===== src/rtl/serial_adder_ctrl.sv =====
// Bit-serial adder sequencer: drives one full-adder cell LSB-first, one bit per clock.
// {cout, sum} = a + b + cin is registered on the last RUN edge, followed by a one-cycle done pulse.
module serial_adder_ctrl #(
   parameter int WIDTH = 8
) (
   input  logic             clk,
   input  logic             rst,
   input  logic             start,
   input  logic [WIDTH-1:0] a,
   input  logic [WIDTH-1:0] b,
   input  logic             cin,
   output logic             busy,
   output logic             done,
   output logic [WIDTH-1:0] sum,
   output logic             cout,
   output logic [1:0]       dbg_state
);
   localparam int CW = (WIDTH > 1) ? $clog2(WIDTH) : 1;
   localparam logic [CW-1:0] LAST = CW'(WIDTH - 1);

   typedef enum logic [1:0] {
      S_IDLE = 2'd0,
      S_RUN  = 2'd1,
      S_DONE = 2'd2
   } state_t;

   state_t           state_q;
   logic [WIDTH-1:0] sa_q, sb_q, sr_q, sum_q;
   logic [WIDTH-1:0] sa_d, sb_d, sr_d;
   logic [CW-1:0]    cnt_q, cnt_d;
   logic             c_q, c_d, cout_q, busy_q, done_q;
   logic             fa_sum;

   // The single full-adder cell and the next values of the shifting datapath.
   always_comb begin
      fa_sum        = sa_q[0] ^ sb_q[0] ^ c_q;
      c_d           = (sa_q[0] & sb_q[0]) | (sa_q[0] & c_q) | (sb_q[0] & c_q);
      sa_d          = sa_q >> 1;
      sb_d          = sb_q >> 1;
      sr_d          = sr_q >> 1;
      sr_d[WIDTH-1] = fa_sum;
      cnt_d         = cnt_q + CW'(1);
   end

   always_ff @(posedge clk) begin
      if (rst) begin
         state_q <= S_IDLE;
         busy_q  <= 1'b0;
         done_q  <= 1'b0;
         sum_q   <= '0;
         cout_q  <= 1'b0;
         cnt_q   <= '0;
         c_q     <= 1'b0;
         sa_q    <= '0;
         sb_q    <= '0;
         sr_q    <= '0;
      end else begin
         case (state_q)
            S_IDLE: begin
               if (start) begin
                  sa_q    <= a;
                  sb_q    <= b;
                  c_q     <= cin;
                  cnt_q   <= '0;
                  sr_q    <= '0;
                  busy_q  <= 1'b1;
                  state_q <= S_RUN;
               end
            end
            S_RUN: begin
               sa_q  <= sa_d;
               sb_q  <= sb_d;
               sr_q  <= sr_d;
               c_q   <= c_d;
               cnt_q <= cnt_d;
               // Final bit: publish the result straight from the adder cell.
               if (cnt_q == LAST) begin
                  sum_q   <= sr_d;
                  cout_q  <= c_d;
                  busy_q  <= 1'b0;
                  done_q  <= 1'b1;
                  state_q <= S_DONE;
               end
            end
            S_DONE: begin
               done_q  <= 1'b0;
               state_q <= S_IDLE;
            end
            default: begin
               busy_q  <= 1'b0;
               done_q  <= 1'b0;
               state_q <= S_IDLE;
            end
         endcase
      end
   end

   assign busy      = busy_q;
   assign done      = done_q;
   assign sum       = sum_q;
   assign cout      = cout_q;
   assign dbg_state = state_q;
endmodule


===== config.mk =====
export PLATFORM = sky130hd
export DESIGN_NAME = serial_adder_ctrl
export DESIGN_NICKNAME = d
export VERILOG_FILES = /design/src/rtl/serial_adder_ctrl.sv
export SDC_FILE = /design/constraint.sdc
export NUM_CORES = 1
export LEC_CHECK = 0
export BUFFER_PORTS_ARGS = -buffer_cell sky130_fd_sc_hd__buf_2
export CELL_PAD_IN_SITES_DETAIL_PLACEMENT = 0
export CELL_PAD_IN_SITES_GLOBAL_PLACEMENT = 1
export CORE_MARGIN = 2
export CORE_UTILIZATION = 41
export DETAILED_ROUTE_END_ITERATION = 10
export PLACE_DENSITY_LB_ADDON = 0.08
export SLEW_MARGIN = 20
export SYNTH_ARGS = -nofsm -noshare
export SYNTH_HDL_FRONTEND = slang
export SYNTH_SLANG_ARGS = --single-unit

===== constraint.sdc =====
create_clock -name clk -period 1.6 [get_ports clk]
set_input_delay 0 -clock clk [delete_from_list [all_inputs] [get_ports clk]]
set_output_delay 0 -clock clk [all_outputs]
set_load 0.005 [all_outputs]

======== Word-level counts from Yosys, hierarchy flattened ========
Index checks and enable logic that the tools add are counted.
storage, ports and cells
  bits in registers ....................... 41
  input bits .............................. 20
  output and inout bits ................... 13
  word-level logic and storage cells ...... 50
cells by class
  add/subtract/negate cells ............... 1
  equality and inequality tests ........... 5
  multiplexer cells ....................... 18
  bitwise gates (word level) .............. 9
  reductions and logical operators ........ 7
operators with widths
  kind                                            count
  case mux 8 bit (2 select lines)                 3
  two-way mux 8 bit                               3
  AND reduction 2 bit                             4
  case mux 3 bit (2 select lines)                 1
  two-way mux 1 bit                               4
  two-way mux 2 bit                               2
  != test 2 bit (second input constant)           2
  case mux 1 bit (2 select lines)                 2
  case mux 2 bit (2 select lines)                 1
  adder 3 x 1 -> 3 bit (second input constant)    1
  bitwise AND 1 bit                               3
  == test 3 bit (second input constant)           1
  two-way mux 3 bit                               1
  case mux 1 bit (3 select lines)                 1
  AND reduction 3 bit                             1
  == test 2 x 1 -> 1 bit (second input constant)  1
  == test 2 bit (second input constant)           1
  logical NOT 2 bit                               1
  inverter 1 bit                                  2
  bitwise OR 1 bit                                2
  nonzero test 2 bit                              1
  XOR 1 bit                                       2

======== Logic depth before layout (Yosys ltp) ========
Gate-level depths: netlist (run 1).
  depth after elaboration ................. 4
  depth in mapped cells ................... 6

======== Least setup slack after synthesis (run 1) ========
OpenSTA, ideal clock, no wires.
  path type ............................... register to register
  start ................................... reg cnt_q[0]
  end ..................................... reg sum_q[0], in the netlist sum[0]
  setup time .............................. 0.141 ns
  data arrival time ....................... 1.104 ns
  required time ........................... 1.459 ns
  setup slack ............................. 0.355 ns
  cell stages (with the launch flop) ...... 7
  path buffers ............................ 1
  period minus slack after synthesis ...... 1.245 ns
  path through ............................ dfxtp_1 ha_1 ha_1 and3b_1 buf_2 nand2_1 a21oi_1
on the way
  word-level cells in the longest chain between the ends .. 2
RTL lines
  what                                  line  RTL
  start, declared                       30    logic [CW-1:0] cnt_q, cnt_d;
  start signal, assigned                75    cnt_q <= cnt_d;
  == test 3 bit                         77    if (cnt_q == LAST) begin
  AND reduction 2 bit (no source line)  -
  end signal, assigned                  78    sum_q <= sr_d;
  end, declared                         28    logic [WIDTH-1:0] sa_q, sb_q, sr_q, sum_q;
No other way between the ends.
A chain may end at the register's enable or synchronous reset.

======== Worst setup path in the final report (run 1) ========
  start ................................... reg state_q[0], in the netlist dbg_state[0]
  end ..................................... reg sr_q[7]
on the way
  word-level cells in the longest chain between the ends .. 3
  elaborated cells between the ends (all ways) .. 6
RTL lines
  what                                                                  line  RTL
  start, declared                                                       27    state_t state_q;
  start signal, assigned                                                47    state_q <= S_IDLE;
  start signal, assigned                                                67    state_q <= S_RUN;
  start signal, assigned                                                82    state_q <= S_DONE;
  == test 2 x 1 -> 1 bit or logical NOT 2 bit (tied branches)           58    case (state_q)
  nonzero test 2 bit (no source line) or != test 2 bit (tied branches)  -
  AND reduction 2 bit (no source line)                                  -
  end signal, assigned                                                  73    sr_q <= sr_d;
  end, declared                                                         28
Several ways; a longest one is shown, not always the timed one.

==> impl_metrics.csv, run 1 <==
group,metric,value,unit
pwr,vdd.ir_drop.worst,0.000567,V
logic_synthesis,synthDominantAreaCellType,"sky130_fd_sc_hd__dfxtp_1",
clock_network,tritoncts_num_sinks,40,
setup_path,critPathMaxStageDelay,0.64,ns
setup_path,critical_path.max_fanout,10,
floorplanning,die_width,69.0,um
global_routing,global_route.usage.met3,0.0552,
timing,period_minus_slack,1.42,ns
floorplanning,starting_density,0.430,
clock_network,cts_tree,"yes",
global_routing,gr-max-usage-layer,"met2",
layout,finalNonFillerCells,255,
setup_path,critPathTopFamily,"simple AND/OR/NAND/NOR gates",
logic_synthesis,yosys_warnings,0,
logic_synthesis,mappedNetlistNets,197,
floorplanning,core,4030,um2
setup_path,cp_data_arrival_time,1.64,ns
layout,final_area,2000,um2
min_path,holdCritPathClass,"primary input to flip-flop",
logic_synthesis,synth_top_cell_area_share,0.462,
routing,detail_route.first_pass.iterations,4,
setup_path,cpMaxStageDelayCell,"sky130_fd_sc_hd__nor2b_1",
routing,drt-wirelength-per-cell,12.8,um
global_routing,grt_start_max_net_pins,28,
routing,post_detailed_route_via_to_cell_ratio,5.16,
setup_path,cp-start-kind,"flip-flop",
routing,drtAntennaViolNets,0,
timing,fin_tns_setup,0,ns
place,detailed_place_hpwl,2260,um
clock_network,clk_transition_reported_paths,0.08,ns
outcome,status,"finished clean",
setup_path,critical_path_required,1.83,ns
routing,detailroute.via_count,1315,
timing,setup-violations-final,0,
routing,detailedRoute.firstIterationViolations,61,
place,placedCellCount,246,
clock_network,postCtsSetupBuffers,0,
setup_path,path_buf_inv,0,
logic_synthesis,synth_most_common_cell,"sky130_fd_sc_hd__dfxtp_1",
place,io_buffer_count,32,
pwr,powerDensity,989,nW/um2
logic_synthesis,synth_enable_flop_cells,0,
timing,tightest_slew,0.743,ns
routing,drt_drc_violations_left,0,
timing,rsz0062_at_grt,"no",
job,maxCapViolations,0,
logic_synthesis,synth_area_per_cell,9.95,um2
logic_synthesis,asyncSetResetFlopFracSynth,0,
setup_path,worst_r2r_startpoint,"dbg_state[0]",
clock_network,cts-htree-levels,2,
clock_network,clockRootBuffer,"sky130_fd_sc_hd__clkbuf_8",
global_routing,grt_pass1_wl,5600,um
setup_path,critPathKind,"flip-flop to flip-flop",
timing,number_of_max_slew_violations_in_the_final_report,0,
timing,fmax,0.706,GHz
global_routing,first_global_vias,1225,
logic_synthesis,post_synth_instance_area,1730,um2
floorplanning,std_cell_rows,23,
logic_synthesis,syn_inst,174,
logic_synthesis,synth_ff_type,"sky130_fd_sc_hd__dfxtp_1",
timing,timing.clock.skew,0.00560,ns
floorplanning,die_height,69.0,um
setup_path,critical_path_cell_count,3,
setup_path,crit_path_cell_trace,"nor2b_1, a22oi_1, nor2_1",
global_routing,met1_usage,0.207,
setup_path,worstSetupEndpoint,"sr_q[7]",
logic_synthesis,synth_sequential_area_ratio,0.462,
floorplanning,io-pin-count,33,
clock_network,numCtsBuffers,5,
layout,num-nets-final,228,
floorplanning,die_outline_area,4760,um2
global_routing,grt_antenna_before_repair,0,
logic_synthesis,synth.cells.most_frequent,"40 x sky130_fd_sc_hd__dfxtp_1, 25 x sky130_fd_sc_hd__nor2_1, 18 x sky130_fd_sc_hd__nand2_1, 13 x sky130_fd_sc_hd__mux2i_1",
place,globalplace.congestion,0.748,
setup_path,rrSetupSlack,0.18,ns
setup_path,regToRegEndpoint,"sr_q[7]",
routing,route.final.wire_length,3260,um
layout,final_core_utilization,0.497,
timing,timing.final.hold_violations,0,
logic_synthesis,synthTopCellsByArea,"sky130_fd_sc_hd__dfxtp_1 46%, sky130_fd_sc_hd__a211oi_2 8.7%, sky130_fd_sc_hd__mux2i_1 7.5%, sky130_fd_sc_hd__nor2_1 5.4%, sky130_fd_sc_hd__a22oi_1 4.8%",
clock_network,cts-root-to-sink-buffers,2,
layout,insertedDiodeCount,0,
layout,area.growth.synth_to_final,15.6,%
place,placedInstanceArea,1900,um2
timing,max_slew_margin,0.503,
clock_network,clkLatencyLatePin,0.29,ns
logic_synthesis,netlist-cell-type-count,29,
global_routing,global_route.usage.total,0.161,
timing,final.period_utilization,0.885,
setup_path,critPathLaunch,"dbg_state[0]",
logic_synthesis,postSynthRegisterBits,40,
setup_path,critPathCaptureType,"flip-flop",
setup_path,ff2ff_path_depth,3,
global_routing,grt-ovfl-total,0,
layout,layout-drive-gt1-share,0.317,
global_routing,grt_use_met2,0.255,
pwr,cellLeakagePower,0.804,nW
tightest hold or removal path: stages:
cell and delay (ns):
sky130_fd_sc_hd__buf_2 0.10, sky130_fd_sc_hd__mux2i_1 0.14, sky130_fd_sc_hd__a211oi_2 0.08
per-layer routing:
metal / vias up / routed length (um)
li1: 665 / -
met4: 0 / 34
met1: 619 / 1510
met3: 4 / 163
met5: - / 0
met2: 27 / 1550
layout make-up:
class,instances,area [um2]
sequential,40,801
fill,399,2030
inverter,1,3.75
tap,50,62.6
timing repair buffer,39,230
clock buffer,5,68.8
multi-input combinational,118,823
clock inverter,2,12.5
layout by cell type (no fill, tap or decap), types with 2 or more instances in the layout:
cell	n
sky130_fd_sc_hd__clkbuf_8	5
sky130_fd_sc_hd__buf_2	32
sky130_fd_sc_hd__nand2_1	18
sky130_fd_sc_hd__a21oi_1	12
sky130_fd_sc_hd__nor2_2	5
sky130_fd_sc_hd__ha_1	2
sky130_fd_sc_hd__buf_4	4
sky130_fd_sc_hd__nor2b_1	2
sky130_fd_sc_hd__a22oi_1	11
sky130_fd_sc_hd__a211oi_2	12
sky130_fd_sc_hd__dfxtp_1	40
sky130_fd_sc_hd__nor2_1	25
sky130_fd_sc_hd__nor4_2	3
sky130_fd_sc_hd__nand2b_1	2
sky130_fd_sc_hd__mux2i_1	13
sky130_fd_sc_hd__nor3b_1	2
sky130_fd_sc_hd__dlygate4sd3_1	2
sky130_fd_sc_hd__nor4b_1	3
what timing repair did:
action	CTS	global route
resized for setup	0	1
hold endpoints to repair	2	0
setup endpoints to repair	0	3
hold buffers	2	0
power by group:
group          internal [W]  switching, W
sequential          0.00105     0.0000328
combinational      0.000123      0.000139
clock              0.000295      0.000344
total               0.00146      0.000516
worst min-delay path by stage:
| stage | startpoint | cells past startpoint | slack (ns) | end |
|---|---|---|---|---|
| 2_1_floorplan | a[7] | 2 | 0.15 | sa_q[7] |
| 3_3_place_gp | a[7] | 3 | 0.24 | sa_q[7] |
| 3_5_place_dp | b[7] | 3 | 0.26 | sb_q[7] |
| 4_1_cts | b[2] | 3 | 0.07 | sb_q[2] |
| 5_1_grt | b[2] | 3 | 0.07 | sb_q[2] |
| 6_report | b[2] | 3 | 0.07 | sb_q[2] |
kinds of logic (layout without fill, tap and decap cells):
group | Yosys count | in the layout | share of synthesized area
buffers and inverters | 16 | 47 | 0.0643
muxes | 13 | 13 | 0.0751
and+or+nand+nor | 64 | 64 | 0.189
AOI/OAI and AO/OA | 38 | 38 | 0.184
DFF | 40 | 40 | 0.462
adders and majority gates | 3 | 3 | 0.0260
sequential cells by signal, summed over array words and instances, names as in the netlist:
signal,count
c_q,1
busy,1
sum,8
cout,1
sr_q,7
cnt_q,3
sb_q,8
sa_q,8
dbg_state,2
done,1
through the flow:
stage | total power, W | hold slack (ns) | setup slack [ns]
after floorplan | 0.00131 | 0.148 | 0.355
after global placement | 0.00135 | 0.240 | 0.219
after detailed placement | 0.00136 | 0.257 | 0.104
after CTS | 0.00200 | 0.0671 | 0.0646
after global routing | 0.00208 | 0.0657 | 0.0347
final | 0.00198 | 0.0743 | 0.185
Power figures use the tool's default switching activity.
==> run 2, diff against run 1 <==
--- a/config.mk
+++ b/config.mk
@@ -11,7 +11,7 @@
 export CORE_MARGIN = 2
 export CORE_UTILIZATION = 41
 export DETAILED_ROUTE_END_ITERATION = 10
-export PLACE_DENSITY_LB_ADDON = 0.08
+export PLACE_DENSITY = 0.83
 export SLEW_MARGIN = 20
 export SYNTH_ARGS = -nofsm -noshare
 export SYNTH_HDL_FRONTEND = slang
==> run 2 against run 1 <==
  * Core utilization is 0.62 points higher
  * Count of clock-buffer cells in the layout unchanged
  * Critical path type unchanged
  * Largest power group unchanged
  * Worst setup slack improved by 0.018 ns
  * Design area is 1.2% higher
  * Global-route usage shrank 0.23 points
  * Non-clock buffer count up 1
  * Worst hold slack got worse by 0.0056 ns
  * Register-to-register slack gained 0.02 ns
  * Via count grew 0.91%
  * Wire length grew 2.6%
  * Sequential cell count did not move
==> impl_metrics.csv, run 2 (synthesis results as in run 1) <==
group,metric,value,unit
floorplanning,die_width,69.0,um
min_path,holdCritPathClass,"primary input to flip-flop",
layout,finalNonFillerCells,257,
routing,drtAntennaViolNets,0,
layout,layout.cells.most_common_list,"40 x sky130_fd_sc_hd__dfxtp_1, 32 x sky130_fd_sc_hd__buf_2, 25 x sky130_fd_sc_hd__nor2_1, 18 x sky130_fd_sc_hd__nand2_1, 13 x sky130_fd_sc_hd__mux2i_1",
clock_network,cts_tree,"yes",
setup_path,rrSetupSlack,0.20,ns
setup_path,ff2ff_path_depth,4,
setup_path,regToRegEndpoint,"sa_q[3]",
floorplanning,die_outline_area,4760,um2
setup_path,worst_r2r_startpoint,"dbg_state[1]",
job,maxCapViolations,0,
floorplanning,core,4030,um2
min_path,worst_hold_startpoint,"b[0]",
routing,detailedRoute.firstIterationViolations,59,
timing,max_slew_margin,0.611,
routing,route.final.wire_length,3350,um
pwr,finalPower,0.00216,W
routing,detail_route.first_pass.iterations,4,
setup_path,critPathMaxStageDelay,0.63,ns
timing,period_minus_slack,1.40,ns
routing,detailroute.via_count,1327,
timing,rsz0062_at_grt,"no",
pwr,vdd.ir_drop.worst,0.000572,V
timing,setup-violations-final,0,
global_routing,grt_antenna_before_repair,0,
floorplanning,starting_density,0.430,
place,globalplace.congestion,0.771,
place,io_buffer_count,32,
floorplanning,die_height,69.0,um
clock_network,cts-htree-levels,2,
outcome,status,"finished clean",
timing,final.period_utilization,0.873,
clock_network,clockRootBuffer,"sky130_fd_sc_hd__clkbuf_8",
layout,area.growth.synth_to_final,17.1,%
min_path,hold-path-cell-count,3,
routing,drt-wirelength-per-cell,13.0,um
setup_path,cp-start-kind,"flip-flop",
min_path,end_of_the_worst_hold_path,"sb_q[0]",
clock_network,numCtsBuffers,5,
setup_path,crit_path_cell_trace,"o21ba_1, buf_4, nor2_1, a211oi_2",
timing,timing.clock.skew,0.00844,ns
setup_path,critPathKind,"flip-flop to flip-flop",
timing,timing.final.hold_violations,0,
floorplanning,io-pin-count,33,
floorplanning,std_cell_rows,23,
layout,final_core_utilization,0.503,
routing,post_detailed_route_via_to_cell_ratio,5.16,
global_routing,global_route.usage.total,0.159,
setup_path,cp_data_arrival_time,1.56,ns
setup_path,critical_path.max_fanout,15,
setup_path,critPathTopFamily,"flip-flops",
clock_network,cts-root-to-sink-buffers,2,
global_routing,grt_start_max_net_pins,25,
setup_path,path_buf_inv,1,
clock_network,clk_transition_reported_paths,0.08,ns
layout,insertedDiodeCount,0,
timing,fin_tns_setup,0,ns
setup_path,cpMaxStageDelayCell,"sky130_fd_sc_hd__dfxtp_1",
setup_path,critical_path_required,1.76,ns
setup_path,critical_path_cell_count,4,
clock_network,clkLatencyLatePin,0.30,ns
clock_network,postCtsSetupBuffers,0,
global_routing,grt_pass1_wl,5440,um
routing,drt_drc_violations_left,0,
layout,num-nets-final,229,
layout,layout-drive-gt1-share,0.324,
pwr,powerDensity,1060,nW/um2
pwr,cellLeakagePower,0.817,nW
timing,fmax,0.716,GHz
timing,tightest_slew,0.584,ns
global_routing,grt-ovfl-total,0,
place,placedCellCount,247,
layout,mostFrequentLayoutCell,"sky130_fd_sc_hd__dfxtp_1",
place,detailed_place_hpwl,2380,um
setup_path,critPathCaptureType,"flip-flop",
global_routing,first_global_vias,1304,
timing,number_of_max_slew_violations_in_the_final_report,0,
clock_network,tritoncts_num_sinks,40,
==> run 2: cell count changes in the layout (fill, tap and decap cells not counted), sizes merged <==
cell    before  now
buf         37   38
bufinv       0    1
==> run 2: timing repair <==
item | 4_1_cts | 5_1_grt
resized for setup | 0 | 1
hold endpoints to repair | 2 | 0
setup endpoints to repair | 0 | 5
hold buffers | 2 | 0
==> run 2: area by class of cell <==
class,count,area (um2)
multi-input cells,118,823
clock inverters,3,42.5
clock buffers,5,68.8
fillers,390,2000
repair buffers,40,225
inverters,1,3.75
flip-flops and latches,40,801
well taps,50,62.6
==> run 2: power by group <==
part | internal (W) | switching (W) | total [W]
registers | 0.00105 | 0.0000338 | 0.00108
clock network | 0.000461 | 0.000354 | 0.000815
logic | 0.000123 | 0.000138 | 0.000261
==> run 2: worst max-delay path by stage <==
stage,start,endpoint,slack (ns)
2_1_floorplan,cnt_q[0],sum[0],0.36
3_3_place_gp,dbg_state[1],sr_q[2],0.21
3_5_place_dp,dbg_state[1],cnt_q[2],0.13
4_1_cts,dbg_state[1],cnt_q[2],0.10
5_1_grt,cnt_q[0],sum[1],0.09
6_report,dbg_state[1],sa_q[3],0.20
==> run 2: metal layers <==
layer  vias to the layer above  global-route usage  part of all wire
li1                        668                   -                 -
met1                       614               0.176              0.45
met2                        41               0.270              0.47
met3                         4              0.0584             0.062
met4                         0              0.0735             0.014
met5                         -                   0                 0
==> run 2: metrics by stage <==
stage / worst slack [ns] / cell area, um2 / hold WS (ns)
after floorplan: 0.355 / 1730 / 0.148
after global placement: 0.209 / 1890 / 0.239
after detailed placement: 0.132 / 1890 / 0.266
after CTS: 0.103 / 2020 / 0.0618
after global routing: 0.0850 / 2030 / 0.0700
final: 0.203 / 2030 / 0.0687
==> run 2: worst register-to-register path, cell delays in order, from the launching register on <==
cell and delay [ns]:
sky130_fd_sc_hd__dfxtp_1 0.63, sky130_fd_sc_hd__o21ba_1 0.23, sky130_fd_sc_hd__buf_4 0.19, sky130_fd_sc_hd__nor2_1 0.15, sky130_fd_sc_hd__a211oi_2 0.06
==> run 3, diff against run 2 <==
--- a/config.mk
+++ b/config.mk
@@ -9,9 +9,9 @@
 export CELL_PAD_IN_SITES_DETAIL_PLACEMENT = 0
 export CELL_PAD_IN_SITES_GLOBAL_PLACEMENT = 1
 export CORE_MARGIN = 2
-export CORE_UTILIZATION = 41
+export CORE_UTILIZATION = 37
 export DETAILED_ROUTE_END_ITERATION = 10
-export PLACE_DENSITY = 0.83
+export PLACE_DENSITY = 0.8
 export SLEW_MARGIN = 20
 export SYNTH_ARGS = -nofsm -noshare
 export SYNTH_HDL_FRONTEND = slang
==> constraint.sdc (replaced) <==
create_clock -name clk -period 1.2 [get_ports clk]
set_input_delay 0 -clock clk [delete_from_list [all_inputs] [get_ports clk]]
set_output_delay 0 -clock clk [all_outputs]
set_load 0.005 [all_outputs]
==> run 3 against run 2 <==
  * The flow now finishes with violations (setup timing)
  * Sequential power grew 33%
  * Highest routed layer unchanged
  * Clock power increased by 37%
  * Wire length up 5.6%
  * Fmax is 14% higher
  * Sequential cell count did not move
  * Clock skew is 0.0026 ns lower
  * Largest cell class unchanged
  * Register-to-register slack worse by 0.23 ns
  * Critical path depth grew 2
  * Combinational power rose by 60%
==> impl_metrics.csv, run 3 (synthesis results as in run 1) <==
group,metric,value,unit
clock_network,cts-htree-levels,2,
pwr,cellLeakagePower,0.910,nW
global_routing,grt-ovfl-total,0,
timing,period_minus_slack,1.23,ns
clock_network,tritoncts_num_sinks,40,
floorplanning,starting_density,0.390,
place,placedCellCount,261,
clock_network,clockRootBuffer,"sky130_fd_sc_hd__clkbuf_8",
timing,number_of_max_slew_violations_in_the_final_report,0,
job,maxCapViolations,0,
min_path,holdCritPathClass,"primary input to flip-flop",
floorplanning,die_outline_area,5240,um2
layout,num-nets-final,243,
pwr,sequentialPowerShare,0.485,
layout,nFillCells,420,
place,placedInstanceArea,2010,um2
routing,drtAntennaViolNets,0,
pwr,powerDensity,1310,nW/um2
setup_path,critPathMaxStageDelay,0.34,ns
routing,drt-wirelength-per-cell,13.0,um
place,io_buffer_count,32,
timing,max_slew_margin,0.721,
pwr,vdd.ir_drop.worst,0.000611,V
outcome,status,"finished, violations left",
floorplanning,io-pin-count,33,
setup_path,cpMaxStageDelayCell,"sky130_fd_sc_hd__dfxtp_2",
pwr,switching_power,0.000742,W
outcome,violations_in_the_final_reports,"setup timing",
setup_path,cp-start-kind,"flip-flop",
setup_path,rrSetupSlack,-0.03,ns
routing,detail_route.first_pass.iterations,4,
timing,timing.clock.skew,0.00581,ns
layout,mostFrequentLayoutCell,"sky130_fd_sc_hd__dfxtp_1",
routing,drt_drc_violations_left,0,
routing,detailroute.via_count,1390,
pwr,intPower,0.00224,W
pwr,combinationalPowerShare,0.140,
floorplanning,die_width,72.4,um
setup_path,critical_path_required,1.43,ns
setup_path,critPathCaptureType,"flip-flop",
floorplanning,core,4440,um2
setup_path,crit_path_cell_trace,"ha_4, ha_4, nand3b_1, buf_6, nand2_1, a21oi_1",
global_routing,grt_antenna_before_repair,0,
place,post_place_worst_slack,-0.163,ns
routing,route.final.wire_length,3540,um
layout,layout.cells.most_common_list,"35 x sky130_fd_sc_hd__dfxtp_1, 32 x sky130_fd_sc_hd__buf_2, 25 x sky130_fd_sc_hd__nor2_1, 14 x sky130_fd_sc_hd__nand2_1, 13 x sky130_fd_sc_hd__buf_4",
layout,area.growth.synth_to_final,31.4,%
setup_path,critical_path.max_fanout,6,
layout,final_area,2280,um2
timing,fmax,0.812,GHz
clock_network,cts-root-to-sink-buffers,2,
global_routing,grt_pass1_wl,5830,um
pwr,power.clock.fraction,0.375,
setup_path,timing.critical_path.mode_cell,"sky130_fd_sc_hd__ha_4",
timing,setup-violations-final,7,
layout,layout-drive-gt1-share,0.462,
clock_network,clk_transition_reported_paths,0.08,ns
timing,rsz0062_at_grt,"yes",
pwr,share_of_total_power_consumed_by_net_switching,0.249,
timing,timing.final.hold_violations,0,
routing,detailedRoute.firstIterationViolations,80,
global_routing,global_route.usage.total,0.141,
global_routing,grt_start_max_net_pins,28,
clock_network,clkLatencyLatePin,0.30,ns
setup_path,cp_data_arrival_time,1.46,ns
floorplanning,die_height,72.4,um
timing,tightest_slew,0.417,ns
layout,finalNonFillerCells,273,
pwr,finalPower,0.00298,W
timing,post-route-worst-setup-slack,-0.0311,ns
global_routing,first_global_vias,1340,
timing,final.period_utilization,1.03,
setup_path,critPathKind,"flip-flop to flip-flop",
clock_network,cts_tree,"yes",
place,globalplace.congestion,0.743,
routing,post_detailed_route_via_to_cell_ratio,5.09,
clock_network,numCtsBuffers,5,
place,detailed_place_hpwl,2360,um
floorplanning,std_cell_rows,24,
layout,insertedDiodeCount,0,
## run 3: worst max-delay path: cells and delay by family, from the launching register on
family	cells	cell delay (ns)
flops	1	0.34
fa+ha+maj	2	0.32
compound gates	1	0.12
buf+inv	1	0.16
simple gates	2	0.23
## run 3: worst paths after layout
check,cells past startpoint,end,start
min reg2reg,2,cout,cout
max reg2reg,6,sum[7],cnt_q[0]
max,6,sum[7],cnt_q[0]
min,2,sb_q[0],rst
## run 3: timing repair
action / in CTS / in global routing
setup endpoints to repair: 24 / 25
gates resized for setup: 10 / 18
setup buffers: 1 / 0
pin swaps: 12 / 5
gates cloned: 1 / 1
hold endpoints to repair: 2 / 0
hold buffers: 2 / 0
## run 3: layout make-up
type	count	area [um2]	area share
Tap cell	52	65.1	0.0286
Clock buffer	5	68.8	0.0302
Clock inverter	3	46.3	0.0203
Multi-Input combinational cell	119	908	0.399
Sequential cell	40	807	0.355
Timing Repair Buffer	53	377	0.165
Inverter	1	3.75	0.00165
## run 3: per-layer routing
metal / global-route usage / vias to the layer above / share of wire
met5: 0 / - / 0
met1: 0.177 / 660 / 0.48
met3: 0.0333 / 5 / 0.031
met4: 0.0638 / 0 / 0.018
met2: 0.228 / 21 / 0.47
li1: - / 704 / -
## run 3: power by group through the flow
stage,sequential [W],clock (W),combinational [W]
detailed placement,0.00147,0,0.000380
finish,0.00144,0.00112,0.000417
floorplan,0.00146,0,0.000282
CTS,0.00144,0.00114,0.000390
global placement,0.00147,0,0.000378
global route,0.00145,0.00121,0.000455
## run 3: per-stage QoR
step	utilization	hold slack [ns]	TNS (ns)
after detailed placement	0.453	0.258	-1.79
final	0.512	0.0373	-0.0606
after global placement	0.453	0.254	-1.17
after CTS	0.493	0.0451	-0.0145
after global routing	0.512	0.0472	-0.438
after floorplan	-	0.148	0
